===== src/rtl/octant_map_if.sv =====
// Signal bundle between the octant split / sin-cos core and the octant reconstruction stage.
// Valid-only stream, no ready: a word is transferred on any rising edge with ce=1 and its valid high.
interface octant_map_if #(
    parameter int W = 20
);
    logic         oct_valid;
    logic [2:0]   oct_in;
    logic         core_valid;
    logic [W-1:0] xs;
    logic [W-1:0] ys;
    logic         clr_err;
    logic [W-1:0] sin_out;
    logic [W-1:0] cos_out;
    logic         out_valid;
    logic         align_err;

    modport master (
        output oct_valid, oct_in, core_valid, xs, ys, clr_err,
        input  sin_out, cos_out, out_valid, align_err
    );

    modport slave (
        input  oct_valid, oct_in, core_valid, xs, ys, clr_err,
        output sin_out, cos_out, out_valid, align_err
    );
endinterface


===== src/rtl/octant_map_pipe.sv =====
// Octant reconstruction: delays the octant bits to meet the sin/cos core output,
// then folds first-octant cos/sin into full-circle sin/cos, registered.
module octant_map_pipe #(
    parameter int W        = 20,
    parameter int CORE_LAT = 4,
    parameter int FMT      = 0
) (
    input  logic        clk,
    input  logic        rst_n,
    input  logic        ce,
    octant_map_if.slave bus
);
    localparam logic [W-1:0] S_MIN = {1'b1, {(W-1){1'b0}}};
    localparam logic [W-1:0] S_MAX = {1'b0, {(W-1){1'b1}}};

    logic [CORE_LAT-1:0]      vld_q;
    logic [CORE_LAT-1:0]      vld_d;
    logic [CORE_LAT-1:0][2:0] oct_q;
    logic [CORE_LAT-1:0][2:0] oct_d;

    logic         tail_vld;
    logic [2:0]   tail_oct;
    logic         swap;
    logic         sin_neg;
    logic         cos_neg;
    logic         hit;
    logic         mismatch;
    logic [W-1:0] sin_src;
    logic [W-1:0] cos_src;

    logic [W-1:0] sin_q;
    logic [W-1:0] sin_d;
    logic [W-1:0] cos_q;
    logic [W-1:0] cos_d;
    logic         out_valid_q;
    logic         out_valid_d;
    logic         align_err_q;
    logic         align_err_d;

    // Negating the most negative code would wrap back onto itself, so it clamps to +max.
    function automatic logic [W-1:0] sign_apply(input logic [W-1:0] v, input logic neg);
        logic [W-1:0] r;
        if (FMT == 1) begin
            r = {neg, v[W-1:1]};
        end else if (!neg) begin
            r = v;
        end else if (v == S_MIN) begin
            r = S_MAX;
        end else begin
            r = -v;
        end
        return r;
    endfunction

    always_comb begin
        vld_d = vld_q;
        oct_d = oct_q;
        if (ce) begin
            vld_d[0] = bus.oct_valid;
            oct_d[0] = bus.oct_in;
            for (int i = 1; i < CORE_LAT; i++) begin
                vld_d[i] = vld_q[i-1];
                oct_d[i] = oct_q[i-1];
            end
        end
    end

    assign tail_vld = vld_q[CORE_LAT-1];
    assign tail_oct = oct_q[CORE_LAT-1];

    // Octants 1,2,5,6 swap the roles of xs/ys; sin is negative in the lower half,
    // cos is negative in octants 2..5.
    always_comb begin
        swap     = tail_oct[0] ^ tail_oct[1];
        sin_neg  = tail_oct[2];
        cos_neg  = tail_oct[2] ^ tail_oct[1];
        sin_src  = swap ? bus.xs : bus.ys;
        cos_src  = swap ? bus.ys : bus.xs;
        hit      = tail_vld & bus.core_valid;
        mismatch = tail_vld ^ bus.core_valid;

        sin_d       = sin_q;
        cos_d       = cos_q;
        out_valid_d = out_valid_q;
        if (ce) begin
            out_valid_d = hit;
            if (hit) begin
                sin_d = sign_apply(sin_src, sin_neg);
                cos_d = sign_apply(cos_src, cos_neg);
            end
        end

        // A fresh error wins over a clear arriving in the same cycle.
        align_err_d = (align_err_q & ~bus.clr_err) | (ce & mismatch);
    end

    always_ff @(posedge clk or negedge rst_n) begin
        if (!rst_n) begin
            vld_q       <= '0;
            oct_q       <= '0;
            sin_q       <= '0;
            cos_q       <= '0;
            out_valid_q <= 1'b0;
            align_err_q <= 1'b0;
        end else begin
            vld_q       <= vld_d;
            oct_q       <= oct_d;
            sin_q       <= sin_d;
            cos_q       <= cos_d;
            out_valid_q <= out_valid_d;
            align_err_q <= align_err_d;
        end
    end

    assign bus.sin_out   = sin_q;
    assign bus.cos_out   = cos_q;
    assign bus.out_valid = out_valid_q;
    assign bus.align_err = align_err_q;
endmodule


===== src/flat_wrapper.sv =====
// flat-port wrapper written by rule: the top's interface ports become plain ports
module octant_map_pipe_flat 
#(
    parameter int W        = 20,
    parameter int CORE_LAT = 4,
    parameter int FMT      = 0
)
  (clk, rst_n, ce, bus_oct_valid, bus_oct_in, bus_core_valid, bus_xs, bus_ys, bus_clr_err, bus_sin_out, bus_cos_out, bus_out_valid, bus_align_err);
  octant_map_if #(.W(W)) bus_i ();
  input  logic clk;
  input  logic rst_n;
  input  logic ce;
  input wire logic [$bits(bus_i.oct_valid)-1:0] bus_oct_valid;
  input wire logic [$bits(bus_i.oct_in)-1:0] bus_oct_in;
  input wire logic [$bits(bus_i.core_valid)-1:0] bus_core_valid;
  input wire logic [$bits(bus_i.xs)-1:0] bus_xs;
  input wire logic [$bits(bus_i.ys)-1:0] bus_ys;
  input wire logic [$bits(bus_i.clr_err)-1:0] bus_clr_err;
  output wire logic [$bits(bus_i.sin_out)-1:0] bus_sin_out;
  output wire logic [$bits(bus_i.cos_out)-1:0] bus_cos_out;
  output wire logic [$bits(bus_i.out_valid)-1:0] bus_out_valid;
  output wire logic [$bits(bus_i.align_err)-1:0] bus_align_err;
  assign bus_i.oct_valid = bus_oct_valid;
  assign bus_i.oct_in = bus_oct_in;
  assign bus_i.core_valid = bus_core_valid;
  assign bus_i.xs = bus_xs;
  assign bus_i.ys = bus_ys;
  assign bus_i.clr_err = bus_clr_err;
  assign bus_sin_out = bus_i.sin_out;
  assign bus_cos_out = bus_i.cos_out;
  assign bus_out_valid = bus_i.out_valid;
  assign bus_align_err = bus_i.align_err;
  octant_map_pipe #(.W(W), .CORE_LAT(CORE_LAT), .FMT(FMT)) u_core (.clk(clk), .rst_n(rst_n), .ce(ce), .bus(bus_i));
endmodule

===== config.mk =====
export PLATFORM = sky130hd
export DESIGN_NAME = octant_map_pipe_flat
export DESIGN_NICKNAME = d
export VERILOG_FILES = /design/src/rtl/octant_map_if.sv /design/src/rtl/octant_map_pipe.sv /design/src/flat_wrapper.sv
export SDC_FILE = /design/constraint.sdc
export NUM_CORES = 1
export LEC_CHECK = 0
export CAP_MARGIN = 25
export CORE_MARGIN = 2
export CORE_UTILIZATION = 40
export DETAILED_ROUTE_END_ITERATION = 12
export PLACE_DENSITY = 0.66
export SYNTH_ARGS = -nofsm -noshare
export SYNTH_HDL_FRONTEND = slang
export SYNTH_SLANG_ARGS = --single-unit

===== constraint.sdc =====
create_clock -name clk -period 8.08 [get_ports clk]
set_input_delay 2.424 -clock clk [delete_from_list [all_inputs] [get_ports clk]]
set_output_delay 2.424 -clock clk [all_outputs]
set_load 0.01 [all_outputs]

### Word level (Yosys, flattened, before mapping)

Index checks and enable logic that the tools add are counted.

| word-level totals | value |
|---|---|
| input bits | 49 |
| logic and storage cells | 28 |
| output and inout port bits | 42 |
| register bits after elaboration | 58 |

| cells by class | value |
|---|---|
| reduce and logical (&&, ||, !) cells | 1 |
| equality and inequality tests | 2 |
| add/sub/neg operators | 2 |
| bitwise logic cells | 8 |
| multiplexer cells | 6 |

Operators by type and width:

| cell | number |
|---|---|
| $mux 20 | 6 |
| $eq 20x20->1 const B | 2 |
| $neg 20->20 | 2 |
| $and 1x1->1 | 3 |
| $xor 1x1->1 | 3 |
| $reduce_and 2->1 | 1 |
| $not 1->1 | 1 |
| $or 1x1->1 | 1 |

### Logic depth before layout (Yosys ltp)

| logic depth | value |
|---|---|
| word-level depth | 5 |
| depth in mapped cells | 14 |
| mapped depth without buffers | 8 |

### Worst setup path before layout

No wires, ideal clock.

| path | value |
|---|---|
| kind | input to register |
| start | input bus_xs[2] |
| end | register u_core.cos_q[17], in the netlist u_core.bus.cos_out[17] |
| data required time | 7.958 ns |
| buffers on the path | 1 |
| stages | 7 |
| slack | 3.948 ns |
| data arrival time | 4.010 ns |
| library setup time | 0.122 ns |
| cells stage by stage | buf_2 -> or4_4 -> or3_4 -> o31ai_4 -> a31oi_1 -> xor2_1 -> a21oi_2 |

| between the ends | value |
|---|---|
| longest elaborated chain between the ends | 4 |

RTL lines:

| item | RTL line | RTL |
|---|---|---|
| from (decl) | flat_wrapper.sv:16 | `input wire logic [$bits(bus_i.xs)-1:0] bus_xs;` |
| $mux 20 (*) | octant_map_pipe.sv:78 | `cos_src = swap ? bus.ys : bus.xs;` |
| $neg 20->20 or $eq 20x20->1 (tied branches) | octant_map_pipe.sv:50, octant_map_pipe.sv:47 |  |
| $mux 20 (*) | octant_map_pipe.sv:47 | `end else if (v == S_MIN) begin` |
| $mux 20 (*) | octant_map_pipe.sv:45 | `end else if (!neg) begin` |
| to (signal assigned) | octant_map_pipe.sv:109 | `cos_q <= cos_d;` |
| to (decl) | octant_map_pipe.sv:33 | `logic [W-1:0] cos_q;` |

Mark *: on every way between the ends. The rest lies on a longest branch, timed or not.
A chain may end at the register's enable or synchronous reset.

### Final worst setup path

| path | value |
|---|---|
| start | input bus_ys[1] |
| end | register u_core.sin_q[18], in the netlist u_core.bus.sin_out[18] |

| between the ends | value |
|---|---|
| longest elaborated chain between the ends | 4 |

RTL lines:

| item | RTL line | RTL |
|---|---|---|
| from (decl) | flat_wrapper.sv:17 | `input wire logic [$bits(bus_i.ys)-1:0] bus_ys;` |
| $mux 20 (*) | octant_map_pipe.sv:77 | `sin_src = swap ? bus.xs : bus.ys;` |
| $neg 20->20 or $eq 20x20->1 (tied branches) | octant_map_pipe.sv:50, octant_map_pipe.sv:47 |  |
| $mux 20 (*) | octant_map_pipe.sv:47 |  |
| $mux 20 (*) | octant_map_pipe.sv:45 |  |
| to (signal assigned) | octant_map_pipe.sv:108 | `sin_q <= sin_d;` |
| to (decl) | octant_map_pipe.sv:31 | `logic [W-1:0] sin_q;` |

Marked as above.

==> summary.txt <==
GRT
  • GRT met1 Usage: 0.3109
  • Combined global-route utilization of all metal layers: 0.2240
  • Residual overflow from global routing: 0
  • Routing usage on met3: 0.04449
  • Met2 demand-to-capacity share in global routing: 0.3633
  • GRT Max-Usage Layer: met2
  • Number of antenna violations at the first check in global routing: 0
  • Wire length of the first global-routing pass: 19410 µm
  • Via count of the first global-routing pass: 3653
  • Largest net degree at the start of global routing: a little under 60

Cells and area
  • # nets final: just under 600
  • Inserted Diodes: 0
  • Layout cells sized above 1: 0.1057
  • Core Util, Final: 0.5285
  • Layout overhead on the synthesized area: 28.80%
  • Filler cells: 935

Worst setup path
  • Kind of cell adding the most delay to the critical path: simple AND/OR/NAND/NOR gates
  • Kind of critical path: in -> reg
  • Data arrival time of the critical path: between 4 and 5 ns
  • Worst setup EP type: register
  • Data required time of the worst path: 8.25 ns
  • Largest driver fanout on the critical path: 13
  • Crit path cell chain: clkdlybuf4s50_1, mux2i_1, ha_1, nand3_1, o22a_1, nor3_1, nor2_1, a21oi_1
  • Slowest cell on the critical path: sky130_fd_sc_hd__nor2_1
  • Buffers & Inverters on Critical Path: 1
  • Startpoint types: input port
  • Stage delay of the slowest cell on the critical path: ~0.76 ns

Power and ir drop
  • Power density over the cells: 303.8 mW/mm²
  • Maximum ir drop on the vdd rail: between 0.15 and 0.2 mV
  • Post-route total power: 1.562 mW
  • Leakage power summed over all cells: 1.989 nW

STA
  • Transition time at the pin with the least slew margin: 0.9940 ns
  • Final worst clock skew: about 0.0077 ns
  • Final Hold Viols: 0
  • Count of pins over their slew limit: 0
  • Final setup TNS: 0 ns
  • Final setup vio count: 0
  • Remaining max-slew budget at the tightest pin: 0.3349
  • Share of the cycle needed by the critical path after routing: 0.5777
  • Max Clock Freq: 0.2142 GHz
  • Unrepaired setup endpoints after global routing: false
  • Clock period minus final worst setup slack: 4.668 ns

CTS
  • Max Buffers Root-to-Sink: 2
  • TritonCTS sink count: 58
  • CTS Buf Count: 9
  • H-Tree Level Count: 3
  • Number of buffers added to fix hold violations after cts: 0
  • TritonCTS clock tree: built
  • Clock input transition at the sequential cells of the worst setup and hold paths: 0.07 ns
  • Root buffer cell: sky130_fd_sc_hd__clkbuf_8
  • Source-to-sink clock delay at the later pin of the worst-skew pair: 0.34 ns
  • Total setup buffers inserted after CTS: 0
  • # resized after CTS: 0

Yosys
  • Net count after synthesis: about 500
  • Mapped Avg Cell Area: 8.932 µm²
  • Simple-gate portion of the synthesized area: 0.1981
  • FF+latch count, synth: 58
  • Post-synthesis instance area: between 0.003 and 0.004 mm²
  • Post-Synth Adder-Cell Area: 0.009401
  • Mux contribution to synthesized area: 0.1526
  • Number of warnings issued by yosys: 0
  • Synth Area in Compound Gates: 0.1561
  • Leading area contributor after synthesis: sky130_fd_sc_hd__dfrtp_1
  • Post-synth ARST share: 1.000
  • Predominant post-synthesis flop cell: sky130_fd_sc_hd__dfrtp_1
  • Sequential area share after synthesis: 0.3635
  • Number of distinct library cells after synthesis: 55
  • Synth Area in XOR/XNOR: 0.07866
  • Dominant combinational cell family by area after synthesis: simple AND/OR/NAND/NOR gates
  • Top area cells in the synthesized netlist: sky130_fd_sc_hd__dfrtp_1 (36%), sky130_fd_sc_hd__mux2i_1 (8.8%), sky130_fd_sc_hd__mux2_2 (6.5%)
  • Cell count after synthesis: approximately 450
  • Number of synthesized flops with an enable pin: 0
  • Area share of the largest cell type after synthesis: 0.3635

Floorplan
  • Die area: roughly 0.011 mm²
  • Rows: 36
  • X dimension of the die: approximately 100 µm
  • Core area: 0.009729 mm²
  • Die outline height: 103.9 µm
  • Num ports: 91
  • Initial standard-cell utilization of the core: 0.4104

Drt
  • Via count: between 3000 and 4000
  • Total iterations of the first detailed-routing run: 4
  • Remaining number of nets flagged by the antenna check after routing: 0
  • Average wire per standard cell: 17.93 µm
  • Routed wire length: 11890 µm
  • DRC marker count from the first detailed-route iteration: about 180
  • Number of vias per cell: 5.594
  • Number of design rule violations left after detail routing: 0

Status
  • Status: complete, no violations

Run
  • Max-capacitance violation count: 0

Placed design
  • Estimated wirelength of the detail-placed design: between 8000 and 9000 µm
  • GPL Wtd Cong: ~0.9
  • IO Port Bufs: 90

Min path
  • Type of the worst min-delay path: reg -> reg
-- worst min-delay path: stages, from the launching register on --
cell and delay [ns]:
sky130_fd_sc_hd__dfrtp_1 0.34, sky130_fd_sc_hd__nand2_1 0.05, sky130_fd_sc_hd__o21ai_0 0.06
-- through the flow --
step / instance area [µm²] / instances / setup WS, ns / hold slack [ns]
6_report: 5142 / 663 / 3.412 / 0.4792
2_1_floorplan: 3993 / 447 / 3.948 / 0.4492
5_1_grt: 5142 / 663 / 3.161 / 0.5303
3_3_place_gp: 4960 / 646 / 2.948 / 0.4615
4_1_cts: 5131 / 662 / 3.316 / 0.4862
3_5_place_dp: 4960 / 646 / 2.964 / 0.4701
-- final timing paths --
path                                     from                endpoint  slack, ns  cells after the start
setup / recovery                    bus_ys[1]  u_core.bus.sin_out[18]       3.41                      8
hold / removal                u_core.oct_q[8]      u_core.tail_oct[2]       0.48                      2
min in group asynchronous               rst_n   u_core.bus.cos_out[5]       2.21                      2
max in group asynchronous               rst_n   u_core.bus.sin_out[7]       5.34                      2
hold reg to reg               u_core.oct_q[8]      u_core.tail_oct[2]       0.48                      2
setup reg to reg           u_core.tail_oct[1]  u_core.bus.sin_out[18]       4.74                      9
-- synthesized netlist by cell type (all sizes together), types with 2 or more instances --
cell,number
nor2,56
o22a,6
and3,2
xor2,16
a32o,2
xnor2,19
ha,3
clkbuf,13
or3,11
o311ai,2
nor4,11
a31oi,7
buf,16
dfrtp,58
o31ai,6
nor3,25
nand3b,2
or4,3
o21ai,22
nand3,15
mux2,23
nand2,23
nand2b,4
a21oi,46
inv,4
mux2i,35
-- area by class of cell --
type                            count  area [µm²]  area share
Clock inverter                      5       30.03    0.005839
Clock buffer                       11       141.4     0.02749
Multi-Input combinational cell    356        2394      0.4655
Tap cell                          133       166.4     0.03236
Inverter                            4       15.01    0.002920
Timing Repair Buffer               96       944.7      0.1837
Sequential cell                    58        1451      0.2822
-- state kept, by name, summed over array words and instances, names as in the netlist --
register and cells:
u_core.bus.align_err 1, u_core.bus.cos_out 20, u_core.tail_oct 3, u_core.bus.sin_out 20, u_core.vld_q 4, u_core.oct_q 9
u_core.bus.out_valid 1
-- cells in the final DEF, fill, tap and decap left out, types with 3 or more instances in the layout --
master,Yosys,routed
sky130_fd_sc_hd__a21oi_1,45,45
sky130_fd_sc_hd__a31oi_1,6,6
sky130_fd_sc_hd__buf_4,4,5
sky130_fd_sc_hd__clkbuf_8,0,10
sky130_fd_sc_hd__clkdlybuf4s50_1,0,89
sky130_fd_sc_hd__clkinv_2,0,3
sky130_fd_sc_hd__dfrtp_1,58,58
sky130_fd_sc_hd__ha_1,3,3
sky130_fd_sc_hd__inv_1,4,4
sky130_fd_sc_hd__mux2_2,23,23
sky130_fd_sc_hd__mux2i_1,35,35
sky130_fd_sc_hd__nand2_1,23,23
sky130_fd_sc_hd__nand2b_1,4,4
sky130_fd_sc_hd__nand3_1,15,15
sky130_fd_sc_hd__nor2_1,56,56
sky130_fd_sc_hd__nor3_1,24,24
sky130_fd_sc_hd__nor4_1,10,10
sky130_fd_sc_hd__o21ai_0,21,21
sky130_fd_sc_hd__o22a_1,6,6
sky130_fd_sc_hd__o31ai_1,5,5
sky130_fd_sc_hd__or3_1,9,9
sky130_fd_sc_hd__xnor2_1,19,18
sky130_fd_sc_hd__xor2_1,15,15
-- report_power, final --
group	total [mW]	internal, mW	leakage [nW]	switching, mW
clock	0.240	0.118	0.0851	0.122
combinational	0.842	0.419	1.25	0.422
sequential	0.480	0.404	0.654	0.0764
total	1.56	0.941	1.99	0.621
-- layer usage --
metal | vias up | routed length [µm]
li1 | 1780 | -
met1 | 1801 | 5296
met2 | 122 | 5653
met3 | 6 | 862
met4 | 0 | 74
met5 | - | 0
-- cell families (layout without fill, tap and decap cells) --
family          after synthesis  after routing
mux                          58             58
flops                        58             58
buf+inv                      33            116
xor+xnor                     35             35
compound gates              101            101
simple gates                159            159
fa+ha+maj                     3              3
(Power assumes the default switching activity.)
